==> src/rtl/pc_fetch_pkg.sv <==
// pc_fetch_pkg: shared defaults and queue types for the fetch stage
package pc_fetch_pkg;
    localparam int DEF_WIDTH    = 8;
    localparam int DEF_INSTR_W  = 16;
    localparam int DEF_RESET_PC = 0;
    localparam int DEF_STEP     = 1;
    localparam int QUEUE_DEPTH  = 2;
    localparam int PTR_W        = $clog2(QUEUE_DEPTH);
    typedef logic [$clog2(QUEUE_DEPTH+1)-1:0] qcount_t;
    typedef logic [PTR_W-1:0] qptr_t;
endpackage

==> src/rtl/pc_fetch_queue.sv <==
// fetch_queue: 2-entry {pc, instr} FIFO with flush, push, pop and count
module fetch_queue
    import pc_fetch_pkg::*;
#(
    parameter int WIDTH   = DEF_WIDTH,
    parameter int INSTR_W = DEF_INSTR_W
) (
    input  logic               clk,
    input  logic               rst_n,
    input  logic               flush,
    input  logic               push,
    input  logic               pop,
    input  logic [WIDTH-1:0]   push_pc,
    input  logic [INSTR_W-1:0] push_instr,
    output qcount_t            count,
    output logic [WIDTH-1:0]   head_pc,
    output logic [INSTR_W-1:0] head_instr
);
    logic [WIDTH-1:0]   pcs    [QUEUE_DEPTH];
    logic [INSTR_W-1:0] instrs [QUEUE_DEPTH];
    qptr_t              wr_ptr;
    qptr_t              rd_ptr;

    always_ff @(posedge clk or negedge rst_n) begin
        if (!rst_n) begin
            pcs    <= '{default: '0};
            instrs <= '{default: '0};
            wr_ptr <= '0;
            rd_ptr <= '0;
            count  <= '0;
        end else if (flush) begin
            wr_ptr <= '0;
            rd_ptr <= '0;
            count  <= '0;
        end else begin
            if (push) begin
                pcs[wr_ptr]    <= push_pc;
                instrs[wr_ptr] <= push_instr;
                wr_ptr         <= wr_ptr + 1'b1;
            end
            if (pop)
                rd_ptr <= rd_ptr + 1'b1;
            count <= count + qcount_t'(push) - qcount_t'(pop);
        end
    end

    assign head_pc    = pcs[rd_ptr];
    assign head_instr = instrs[rd_ptr];
endmodule

==> src/rtl/pc_fetch.sv <==
// pc_fetch: PC register, credit-limited instruction fetch and 2-entry decode queue
module pc_fetch
    import pc_fetch_pkg::*;
#(
    parameter int               WIDTH    = DEF_WIDTH,
    parameter int               INSTR_W  = DEF_INSTR_W,
    parameter logic [WIDTH-1:0] RESET_PC = WIDTH'(DEF_RESET_PC),
    parameter logic [WIDTH-1:0] STEP     = WIDTH'(DEF_STEP)
) (
    input  logic               clk,
    input  logic               rst_n,
    output logic               imem_en,
    output logic [WIDTH-1:0]   imem_addr,
    input  logic [INSTR_W-1:0] imem_rdata,
    output logic [WIDTH-1:0]   sum_a,
    output logic [WIDTH-1:0]   sum_b,
    input  logic [WIDTH-1:0]   sum_y,
    input  logic               br_valid,
    input  logic [WIDTH-1:0]   br_target,
    output logic               out_valid,
    output logic [INSTR_W-1:0] out_instr,
    output logic [WIDTH-1:0]   out_pc,
    input  logic               out_ready
);
    logic [WIDTH-1:0] pc;
    logic [WIDTH-1:0] inflight_pc;
    logic             inflight_q;
    logic             pop;
    logic             issue;
    logic [2:0]       pending;
    qcount_t          count;

    assign out_valid = count != '0;
    assign pop       = out_valid && out_ready;
    // Queued plus in-flight entries after this cycle's pop must leave room for one more response
    assign pending   = 3'(count) + 3'(inflight_q) - 3'(pop);
    assign issue     = rst_n && !br_valid && pending < 3'(QUEUE_DEPTH);
    assign imem_en   = issue;
    assign imem_addr = pc;
    assign sum_a     = pc;
    assign sum_b     = STEP;

    always_ff @(posedge clk or negedge rst_n) begin
        if (!rst_n) begin
            pc          <= RESET_PC;
            inflight_q  <= 1'b0;
            inflight_pc <= '0;
        end else if (br_valid) begin
            pc         <= br_target;
            inflight_q <= 1'b0;
        end else begin
            inflight_q <= issue;
            if (issue) begin
                inflight_pc <= pc;
                pc          <= sum_y;
            end
        end
    end

    fetch_queue #(.WIDTH(WIDTH), .INSTR_W(INSTR_W)) u_queue (
        .clk        (clk),
        .rst_n      (rst_n),
        .flush      (br_valid),
        .push       (inflight_q && !br_valid),
        .pop        (pop),
        .push_pc    (inflight_pc),
        .push_instr (imem_rdata),
        .count      (count),
        .head_pc    (out_pc),
        .head_instr (out_instr)
    );
endmodule

==> config.mk <==
export PLATFORM = sky130hd
export DESIGN_NAME = pc_fetch
export DESIGN_NICKNAME = d
export VERILOG_FILES = /design/src/rtl/pc_fetch_pkg.sv /design/src/rtl/pc_fetch_queue.sv /design/src/rtl/pc_fetch.sv
export SDC_FILE = /design/constraint.sdc
export NUM_CORES = 1
export LEC_CHECK = 0
export CAP_MARGIN = 20
export CORE_ASPECT_RATIO = 1.4
export CORE_MARGIN = 1.5
export CORE_UTILIZATION = 54
export CTS_BUF_LIST = sky130_fd_sc_hd__clkbuf_2
export CTS_CLUSTER_SIZE = 16
export DETAILED_ROUTE_END_ITERATION = 10
export HOLD_SLACK_MARGIN = 0.12
export PLACE_DENSITY = 0.93
export SLEW_MARGIN = 5
export SYNTH_ARGS = -nofsm -noshare
export SYNTH_HDL_FRONTEND = slang
export SYNTH_HIERARCHICAL = 1
export SYNTH_SLANG_ARGS = --single-unit
==> constraint.sdc <==
create_clock -name clk -period 6.9 [get_ports clk]
set_input_delay 1.38 -clock clk [delete_from_list [all_inputs] [get_ports clk]]
set_output_delay 1.38 -clock clk [all_outputs]
set_load 0.01 [all_outputs]
# Word-level counts from Yosys, hierarchy flattened
# Cells that the tools add are included.
[classes]
addsub = 6
magnitude_cmp = 4
mux = 20
bitwise_logic = 3
n_reduce_logical = 12
[ops]
columns = ["operator", "count"]
rows = [
  ["$mux W16", 4],
  ["$mux W8", 6],
  ["$bwmux W32", 1],
  ["$bwmux W16", 1],
  ["$demux W16 S1", 1],
  ["$demux W8 S1", 1],
  ["$reduce_bool A2 Y1", 4],
  ["$logic_and A1 B1 Y1", 5],
  ["$mux W1", 5],
  ["$ge A2 B2 Y1 const B", 2],
  ["$not A1 Y2", 2],
  ["$reduce_and A2 Y1", 2],
  ["$add A2 B1 Y3", 1],
  ["$lt A3 B2 Y1 const B", 1],
  ["$sub A3 B1 Y3", 1],
  ["$add A1 B1 Y1 const B", 2],
  ["$add A2 B1 Y2", 1],
  ["$lt A2 B1 Y1 const B", 1],
  ["$mux W2", 1],
  ["$sub A2 B1 Y2", 1],
  ["$logic_not A1 Y1", 1],
  ["$not A1 Y1", 1],
]
[word_totals]
reg_bits = 69
inputBits = 36
output_inout_bits = 50
wordCells = 55

# Longest topological paths before layout
# Gate-level depths: netlist (run 1).
[logic_depth]
ltp_word = 7
ltp_mapped = 9
ltp_nobuf = 8

# Hierarchy
# Netlist (run 1), hierarchy kept.
[modules_own_cells]
columns = ["module", "instances", "cells_each", "area_per_inst_um2", "seq_area_each_um2"]
rows = [
  ["fetch_queue", 1, 144, 2299.7, 1301.2],
  ["pc_fetch", 1, 90, 1014.7, 425.4],
]

# Worst setup path after synthesis (run 1)
# No wires, ideal clock.
[synth_timing]
kind = "input to output"
startpoint = "in out_ready"
endpoint = "out imem_en"
arrival_time_ns = 3.011
required_ns = 5.520
setup_slack_ns = 2.509
cell_stages = 6
path_buffers = 0
path_cell_list = "and2_1 -> ha_1 -> nand2b_1 -> fa_1 -> xor2_2 -> nor3_4"
[synth_between]
elab_chain_len = 4
[synth_rtl]
columns = ["item", "line", "rtl"]
rows = [
  ["start: declaration", "pc_fetch.sv:23", "input logic out_ready"],
  ["$logic_and A1 B1 Y1", "pc_fetch.sv:34", "assign pop = out_valid && out_ready;"],
  ["$sub A3 B1 Y3", "pc_fetch.sv:36", "assign pending = 3'(count) + 3'(inflight_q) - 3'(pop);"],
  ["$lt A3 B2 Y1", "pc_fetch.sv:37", "assign issue = rst_n && !br_valid && pending < 3'(QUEUE_DEPTH);"],
  ["$logic_and A1 B1 Y1", "pc_fetch.sv:37", ""],
  ["end: declaration", "pc_fetch.sv:12", "output logic imem_en,"],
]
# Every way passes these cells.

# Worst setup path after layout (run 1)
[layout_timing]
startpoint = "in out_ready"
endpoint = "out imem_en"
[layout_between]
elab_chain_len = 4
[layout_rtl]
columns = ["item", "line", "rtl"]
rows = [
  ["$logic_and A1 B1 Y1", "pc_fetch.sv:34", ""],
  ["net pop", "pc_fetch.sv:28", "logic pop;"],
  ["$sub A3 B1 Y3", "pc_fetch.sv:36", ""],
  ["$lt A3 B2 Y1", "pc_fetch.sv:37", ""],
  ["$logic_and A1 B1 Y1", "pc_fetch.sv:37", ""],
]
# The timed path passes the listed nets, and every way through them passes these cells.

==> results.toml, run 1 <==
[finish]
multi_input_area_sq_um = 1390
nFillCells = 415
final_util_pct = 70.2
area_delta_synth_final_pct = 25.1
layout_common_cells = "mux2_2, clkdlybuf4s50_1, dfrtp_1"
final_common_cell = "mux2_2"
layout.nets = 346
seq_area_sq_um = 1730
drive_gt1_share_pct = 34.1
n_antenna_cell = 0

[timing]
fin_tns_setup_ns = 0
grt_setup_unrepaired = "no"
max_freq_mhz = 177
period_share_pct = 81.9
clock_skew_ns = 0.0149
setup_violations = 0
hold_viol_final = 0
post-route-min-period_ns = 5.65
final_max_slew_viol_count = 0
relSlewSlack_pct = 44.2
tightest_slew_ns = 0.837

[detailed_routing]
ant_nets = 0
dr.pass1.iters = 4
wirelength_mm = 5.80
drc_errors = 0
vias = 2005
wl_per_cell_um = 15.2
drt_iter0_drc = 82
via_per_inst = 5.26

[power]
p_per_area_nw_per_um2 = 402
p_total_mw = 1.67
ir_worst_vdd_uv = 194
p_leak_nw = 1.82

[logic_synthesis]
synth_area_sq_um = 3310
yosys_warnings = 6
syn_inst = 234
ys_ff_latch = 69
netlist-cell-type-count = 30
synth_area_per_cell_sq_um = 14.2
ys_seq_area_share_pct = 52.1

[clocking]
htree_levels = 3
clk_path_buf_depth = 2
cts.clk_slew.worst_paths_ns = 0.18
clk_latency_ns = 0.46
numCtsBuffers = 9
cts_setup_buffers = 0
cts_sinks = 69
ctsHoldBuffers = 0
cts_resized = 0
cts_tree = "built"
clockRootBuffer = "clkbuf_2"

[critical_path]
required_ns = 5.52
rr_endpoint = "inflight_pc[5]"
critPathCaptureType = "primary output"
ff2ff_setup_slack_ns = 3.75
cp-start-kind = "input pin"
cp_data_arrival_time_ns = 4.27
crit_fanout = 18
critical_path_class = "input pin to primary output"
worst-r2r-cell-count = 9
r2r-start = "u_queue/count[1]"

[min_path]
min_from = "u_queue/instrs[22]"
hold-path-endpoint = "u_queue/instrs[22]"
min_path_type = "flip-flop to flip-flop"
hold_depth = 1

[run_status]
status = "complete, no violations"

[grt]
overflow = 0
grt.total_usage_pct = 19.1
grt_max_degree = 70
grt_pass1_wl_mm = 10.0
antenna_found_initial = 0
grt_pass1_vias = 2133

[place]
place_hpwl_mm = 3.94
gp_congestion = 0.716
io_buffers = 77

[floorplanning]
initial_utilization_pct = 56.1
dieArea_sq_um = 6620
die_w_um = 69.2
num_rows = 33
io_pins = 86
die_y_um = 95.7
core_area_sq_um = 5900

[run]
drv_cap = 0
==> synth_stat cells <==
library cell	number	area share [%]
dfrtp_1	69	52
buf_4	16	3.6
clkbuf_8	2	0.83
mux2_2	79	27
nor3b_4	1	0.57
xnor3_1	1	0.68
nor3b_1	8	1.8
and2_1	1	0.19
nor2_1	3	0.34
xnor2_1	2	0.53
inv_1	3	0.34
o31a_1	8	2.1
buf_2	3	0.45
o21a_1	8	1.8
nor3_4	1	0.49
clkbuf_4	1	0.23
conb_1	2	0.23
mux2_1	1	0.34
nor2b_1	1	0.19
and2b_2	1	0.26
nand2_2	1	0.19
nand3b_2	1	0.34
nand2b_1	9	1.7
xor2_2	1	0.49
ha_1	3	1.1
clkbuf_1	2	0.23
nor3_1	1	0.15
or2_2	1	0.19
fa_1	1	0.60
buf_6	3	1.0
==> state kept, by name (all words and copies together) (netlist names) <==
signal,count
imem_addr,8
inflight_pc,8
inflight_q,1
u_queue/count,2
u_queue/instrs,32
u_queue/pcs,16
u_queue/rd_ptr,1
u_queue/wr_ptr,1
==> cell type report <==
| cell class | instances | area share (%) |
|---|---|---|
| inverters | 3 | 0.271 |
| multi-input cells | 141 | 33.5 |
| well taps | 70 | 2.11 |
| clock inverters | 7 | 1.60 |
| flip-flops and latches | 69 | 41.6 |
| repair buffers | 82 | 19.8 |
| clock buffers | 9 | 1.09 |
==> where the power goes <==
group          switching [mW]  total [mW]  internal (mW)
combinational           0.286       0.776          0.491
clock                   0.138       0.219         0.0812
sequential              0.105       0.673          0.568
==> critical path, cell delays in order <==
cell and delay (ns):
clkdlybuf4s50_1 0.45, and2_1 0.19, ha_1 0.24, nand2b_1 0.15, fa_1 0.41, xor2_2 0.19, buf_4 0.21, nor3_4 0.41
clkdlybuf4s50_1 0.63
==> metal layers <==
layer	share of wire, %	vias to the layer above	track usage (%)
li1	-	942	-
met2	52	66	32.7
met5	0	-	0
met3	4.1	9	2.41
met4	1.6	0	9.15
met1	42	988	24.4
==> how the worst max path moves through the flow <==
stage               startpoint  endpoint  slack (ns)  depth (start not counted)
floorplan            out_ready   imem_en        2.51                          6
global placement     out_ready   imem_en        1.28                          9
detailed placement   out_ready   imem_en        1.25                          9
CTS                  out_ready   imem_en        1.23                          9
global route         out_ready   imem_en        1.07                          9
finish               out_ready   imem_en        1.25                          9
==> kinds of logic (layout without fill, tap and decap cells) <==
family,after synthesis,after routing,share of synthesized area (%)
buffers and inverters,30,101,6.72
adders and majority gates,4,4,1.74
AOI/OAI and AO/OA,16,16,3.93
muxes,80,80,27.2
and+or+nand+nor,29,29,6.42
other,2,8,0.227
xor gates and xnor gates,4,4,1.70
DFF,69,69,52.1
==> stage by stage <==
stage	instances	area, sq um	setup WS (ns)	hold slack (ns)
after CTS	380	4120	1.23	0.515
after global placement	364	4010	1.28	0.466
after detailed placement	364	4010	1.25	0.476
after global routing	381	4150	1.07	0.541
final	381	4150	1.25	0.513
after floorplan	240	3340	2.51	0.454
Power figures use the tool's default switching activity.
==> inputs of run 2 (changes only) <==
--- a/config.mk
+++ b/config.mk
@@ -8,12 +8,12 @@
 export CAP_MARGIN = 20
 export CORE_ASPECT_RATIO = 1.4
 export CORE_MARGIN = 1.5
-export CORE_UTILIZATION = 54
+export CORE_UTILIZATION = 50
 export CTS_BUF_LIST = sky130_fd_sc_hd__clkbuf_2
 export CTS_CLUSTER_SIZE = 16
 export DETAILED_ROUTE_END_ITERATION = 10
 export HOLD_SLACK_MARGIN = 0.12
-export PLACE_DENSITY = 0.93
+export PLACE_DENSITY = 0.88
 export SLEW_MARGIN = 5
 export SYNTH_ARGS = -nofsm -noshare
 export SYNTH_HDL_FRONTEND = slang
==> constraint.sdc (replaced) <==
create_clock -name clk -period 5.5 [get_ports clk]
set_input_delay 1.1 -clock clk [delete_from_list [all_inputs] [get_ports clk]]
set_output_delay 1.1 -clock clk [all_outputs]
set_load 0.01 [all_outputs]
==> run 2 against run 1 <==
The run now ends with design-rule violations left. Setup slack worse by 0.53 ns. Die area is 7.7% higher. Final area grew 0.66%. Sequential power up 27%. Non-clock buffer count unchanged. Utilization fell by 3.9 points. First-iteration DRC count increased by 35%. Critical path depth down 1. Clock power increased by 66%. Wire length barely moved. Cell count is 0.52% higher. Count of clock-buffer cells in the layout increased by 2. Largest cell class unchanged.
==> results.toml, run 2 (synthesis gave the netlist of run 1 again) <==
[run_status]
status = "complete, but fails checks"
violations = "design-rule violations"

[clocking]
htree_levels = 3
cts_setup_buffers = 0
numCtsBuffers = 9
cts.clk_slew.worst_paths_ns = 0.15
clockRootBuffer = "clkbuf_2"
cts_resized = 0
cts_sinks = 69
clk_path_buf_depth = 2
cts_tree = "built"
ctsHoldBuffers = 0
clk_latency_ns = 0.48

[grt]
grt_pass1_vias = 2108
grt_max_degree = 70
antenna_found_initial = 0
grt_pass1_wl_mm = 9.59
grt.total_usage_pct = 17.6
overflow = 0

[critical_path]
cp_slowest_cell = "clkdlybuf4s50_1"
critPathCaptureType = "primary output"
crit_cells = 8
cp_cell_sequence = "clkdlybuf4s50_1 > and2_1 > ha_1 > nand2b_1 > fa_1 > nand2_2 > nor3_4 > clkdlybuf4s50_1"
cp-start-kind = "input pin"
cp_data_arrival_time_ns = 3.69
required_ns = 4.40
crit_fanout = 18
worst-r2r-cell-count = 9
cp_common_cell = "clkdlybuf4s50_1"
cp_num_buf_inv = 2
critical_path_class = "input pin to primary output"
path_delay_family = "buffers and inverters"
max_stage_delay_ns = 0.57

[timing]
tightest_slew_ns = 1.09
relSlewSlack_pct = 27.5
period_share_pct = 87.0
post-route-min-period_ns = 4.79
final_max_slew_viol_count = 0
setup_violations = 0
fin_tns_setup_ns = 0
clock_skew_ns = 0.0152
grt_setup_unrepaired = "no"
max_freq_mhz = 209
hold_viol_final = 0

[finish]
area_delta_synth_final_pct = 26.0
layout_common_cells = "mux2_2, clkdlybuf4s50_1, dfrtp_1"
final_common_cell = "mux2_2"
nFillCells = 510
layout.nets = 346
drive_gt1_share_pct = 34.4
regMostFlops = "u_queue/instrs"
final_util_pct = 66.3
n_antenna_cell = 0
reg.largest.list = "u_queue/instrs x32, u_queue/pcs x16"
largest_reg_flops = 32

[power]
ir_worst_vdd_uv = 269
p_switching_uw = 654
p_leak_nw = 1.85
seq_power_share_pct = 39.3
p_clk_share_pct = 16.7
p_per_area_nw_per_um2 = 520
switching_share_pct = 30.1
p_int_mw = 1.52
p_comb_share_pct = 44.0

[detailed_routing]
wl_per_cell_um = 15.1
ant_nets = 0
via_per_inst = 5.32
wirelength_mm = 5.79
dr.pass1.iters = 11
drc_errors = 2
drt_iter0_drc = 111
vias = 2036

[run]
drv_cap = 0

[floorplanning]
initial_utilization_pct = 52.6
core_area_sq_um = 6300
die_y_um = 99.3
dieArea_sq_um = 7130
io_pins = 86
die_w_um = 71.8
num_rows = 34

[min_path]
min_path_type = "flip-flop to flip-flop"
hold_depth = 1

[place]
place_hpwl_mm = 4.06
gp_congestion = 0.690
io_buffers = 77
[run 2: cell types whose count changed in the layout (fill, tap and decap cells not counted), sizes merged]
| cell | previous run | this run |
|---|---|---|
| clkbuf | 9 | 11 |
| bufinv | 1 | 3 |
| clkinv | 4 | 2 |
| clkinvlp | 2 | 0 |
[run 2: power by group through the flow]
stage / Sequential (mW) / Combinational, mW / Clock (mW)
after floorplan: 0.813 / 0.619 / 0
after global placement: 0.851 / 0.942 / 0
after detailed placement: 0.870 / 0.969 / 0
after CTS: 0.856 / 0.972 / 0.374
after global routing: 0.885 / 1.03 / 0.393
final: 0.853 / 0.956 / 0.363
[run 2: layer usage]
metal	wire (um)	global-route usage (%)	vias up
li1	-	-	940
met1	2290	19.0	1016
met2	3020	31.1	67
met3	326	3.65	13
met4	160	10.7	0
met5	0	0	-
[run 2: area by class of cell]
cell class,count,area [sq um],share of cell area [%]
multi-input combinational,141,1390,33.2
clock buffer,11,55.1,1.32
inverter,3,11.3,0.270
clock inverter,5,98.8,2.37
sequential,69,1730,41.4
timing repair buffer,82,806,19.3
tap,72,90.1,2.16
[run 2: worst reg2reg max path: stages, from the launching register on]
cell and delay [ns]:
dfrtp_1 0.49, or2_2 0.31, and2_1 0.20, ha_1 0.29, nand2b_1 0.16, fa_1 0.51
nand2_2 0.23, nor3_4 0.24, buf_4 0.21, mux2_2 0.34
[run 2: final timing paths]
check	startpoint	endpoint	slack, ns
min in group asynchronous	rst_n	u_queue/instrs[3]	0.80
min	u_queue/instrs[22]	u_queue/instrs[22]	0.51
max in group asynchronous	rst_n	u_queue/instrs[26]	4.15
min reg2reg	u_queue/instrs[22]	u_queue/instrs[22]	0.51
max reg2reg	u_queue/count[1]	inflight_pc[4]	2.43
max	out_ready	imem_en	0.71
[run 2: metrics by stage]
step	power (mW)	hold slack [ns]	cells	setup WS [ns]	instance area (sq um)
floorplan	1.43	0.454	240	1.67	3340
global placement	1.79	0.465	367	0.735	4020
detailed placement	1.84	0.486	367	0.667	4020
CTS	2.20	0.521	383	0.663	4180
global route	2.31	0.535	383	0.570	4180
finish	2.17	0.512	383	0.715	4180
==> inputs of run 3 (changes only) <==
--- a/config.mk
+++ b/config.mk
@@ -5,15 +5,15 @@
 export SDC_FILE = /design/constraint.sdc
 export NUM_CORES = 1
 export LEC_CHECK = 0
+export ABC_AREA = 1
 export CAP_MARGIN = 20
 export CORE_ASPECT_RATIO = 1.4
 export CORE_MARGIN = 1.5
-export CORE_UTILIZATION = 50
+export CORE_UTILIZATION = 51
 export CTS_BUF_LIST = sky130_fd_sc_hd__clkbuf_2
-export CTS_CLUSTER_SIZE = 16
 export DETAILED_ROUTE_END_ITERATION = 10
 export HOLD_SLACK_MARGIN = 0.12
-export PLACE_DENSITY = 0.88
+export PLACE_DENSITY = 0.89
 export SLEW_MARGIN = 5
 export SYNTH_ARGS = -nofsm -noshare
 export SYNTH_HDL_FRONTEND = slang
==> run 3 against run 2 <==
The flow still finishes with violations (design-rule violations). Clock skew is 0.0078 ns higher. Setup slack worse by 0.16 ns. Worst hold slack worse by 0.015 ns. Via count is 22% higher. Clock power is 39% lower. Cell count up 31%. Wire length up 8.5%. Global-route usage up 1.3 points.
==> results.toml, run 3 <==
[logic_synthesis]
yosysMostFrequentCell = "nand2_1"
synth_common_cells = "nand2_1, dfrtp_1, inv_1"
synth_top_area_share_pct = 51.1
synth-edff-count = 0
synth_area_sq_um = 3380
ys_top_cells_by_area = "dfrtp_1, nand2_1, mux2_2, buf_4, inv_1"
ys_ff_latch = 69
synthFlopType = "dfrtp_1"
syn_inst = 360
synth_area_per_cell_sq_um = 9.38
netlist-cell-type-count = 29
yosys.area.top_type = "dfrtp_1"
ys_seq_area_share_pct = 51.1
yosys_warnings = 6
async_reset_ff_share_pct = 100

[run_status]
violations = "design-rule violations"
status = "complete, but fails checks"

[critical_path]
cp_data_arrival_time_ns = 3.84
cp_common_cell = "clkdlybuf4s50_1"
critical_path_class = "input pin to primary output"
max_stage_delay_ns = 0.55
cp_num_buf_inv = 3
crit_fanout = 19
required_ns = 4.40
cp_slowest_cell = "clkdlybuf4s50_1"
cp-start-kind = "input pin"
cp_cell_sequence = "clkdlybuf4s50_1 > o21a_1 > ha_1 > or2_2 > fa_1 > nand2_1 > nor2_8 > nand2_8 > inv_4 > clkdlybuf4s50_1"
critPathCaptureType = "primary output"
path_delay_family = "buffers and inverters"

[detailed_routing]
ant_nets = 0
highest_layer = "met4"
wirelength_mm = 6.29
wl_met3_um = 425
wl_per_cell_um = 12.6
drc_errors = 5
wirelength_met1_mm = 2.55
dr_wl_met2_mm = 3.24
via_per_inst = 4.99
vias = 2493
dr.pass1.iters = 7
drt_iter0_drc = 100

[floorplanning]
io_pins = 86
core_area_sq_um = 6300
dieArea_sq_um = 7130
die_w_um = 71.8
num_rows = 34
die_y_um = 99.3
initial_utilization_pct = 53.6

[run]
drv_cap = 0

[finish]
n_antenna_cell = 0
largest_reg_flops = 32
reg.largest.list = "u_queue/instrs x32, u_queue/pcs x16"
seq_area_sq_um = 1730
stdcell_count = 500
drive_gt1_share_pct = 15.0
finalInstanceArea_sq_um = 4090
nFillCells = 542
area_delta_synth_final_pct = 21.2
regMostFlops = "u_queue/instrs"
layout_common_cells = "nand2_1, clkdlybuf4s50_1, dfrtp_1"
multi_input_area_sq_um = 1270
final_common_cell = "nand2_1"
layout.nets = 464

[place]
place_inst = 484
gp_congestion = 0.783
dpl_cell_area_sq_um = 4000
io_buffers = 77
dpl_worst_slack_ns = 0.560
place_hpwl_mm = 4.33

[clocking]
clk_path_buf_depth = 2
numCtsBuffers = 9
clk_latency_ns = 0.47
cts.clk_slew.worst_paths_ns = 0.16
htree_levels = 3
cts_tree = "built"
cts_resized = 0
cts_sinks = 69
ctsHoldBuffers = 0
cts_setup_buffers = 0
clockRootBuffer = "clkbuf_2"

[power]
p_leak_nw = 2.05
p_per_area_nw_per_um2 = 441
ir_worst_vdd_uv = 242

[timing]
setup_violations = 0
post-route-min-period_ns = 4.94
clock_skew_ns = 0.0231
fin_tns_setup_ns = 0
grt_setup_unrepaired = "no"
final_max_slew_viol_count = 0
hold_viol_final = 0
tightest_slew_ns = 0.929
max_freq_mhz = 202
whs_ns = 0.497
period_share_pct = 89.9
setup_slack_ns = 0.558
relSlewSlack_pct = 38.0

[grt]
overflow = 0
grt_pass1_vias = 2546
antenna_found_initial = 0
grt_max_degree = 70
grt.total_usage_pct = 19.0
grt_pass1_wl_mm = 10.7

[min_path]
min_path_type = "flip-flop to flip-flop"
run 3: cell count changes in the layout (fill, tap and decap cells not counted), sizes merged, moves of 3 or more:
cell / before / now
mux2: 80 / 24
o21ai: 0 / 49
nor3b: 9 / 0
nand3: 0 / 11
o31a: 8 / 0
buf: 6 / 3
nand2b: 9 / 0
inv: 3 / 37
o21a: 8 / 1
bufinv: 3 / 0
nand2: 1 / 123
run 3: worst min-delay path, delay by kind of cell, from the launching register on:
| kind | cells | cell delay, ns |
|---|---|---|
| simple gates | 1 | 0.06 |
| flops | 1 | 0.37 |
| compound gates | 1 | 0.05 |
run 3: cell type report:
class,instances,area share (%)
multi-input cells,228,31.0
flip-flops and latches,69,42.2
repair buffers,79,19.3
clock buffers,12,1.47
inverters,37,3.45
well taps,72,2.20
clock inverters,3,0.336
run 3: logic make-up (layout without fill, tap and decap cells):
logic type      Yosys count  after routing  share of synthesized area, %
simple gates            140            140                          18.2
flops                    69             69                          51.1
buf+inv                  69            131                          11.9
compound gates           52             52                          8.78
mux                      24             24                          8.00
fa+ha+maj                 4              4                          1.70
other cells               2              8                         0.222
run 3: metal layers:
layer / vias to the layer above / GRT usage, %
li1: 1235 / -
met1: 1174 / 21.1
met2: 77 / 34.3
met3: 7 / 4.96
met4: 0 / 6.97
met5: - / 0
run 3: worst paths after layout:
kind                                     from            endpoint  slack, ns  cells after the start
max in group asynchronous               rst_n        imem_addr[2]       4.13                      2
min in group asynchronous               rst_n   u_queue/instrs[0]       0.81                      2
hold reg to reg            u_queue/instrs[19]  u_queue/instrs[19]       0.50                      2
setup reg to reg             u_queue/count[1]        imem_addr[1]       2.95                     10
hold / removal             u_queue/instrs[19]  u_queue/instrs[19]       0.50                      2
setup / recovery                    out_ready             imem_en       0.56                     10
run 3: per-stage QoR:
stage / power (mW) / util, %
2_1_floorplan: 1.27 / -
3_3_place_gp: 1.56 / 63.6
3_5_place_dp: 1.60 / 63.6
4_1_cts: 1.82 / 64.8
5_1_grt: 1.95 / 65.0
6_report: 1.81 / 65.0
run 3: power by group:
group,switching [mW],total (mW),internal [mW]
logic,0.363,0.798,0.435
registers,0.114,0.787,0.673
clock network,0.161,0.221,0.0603
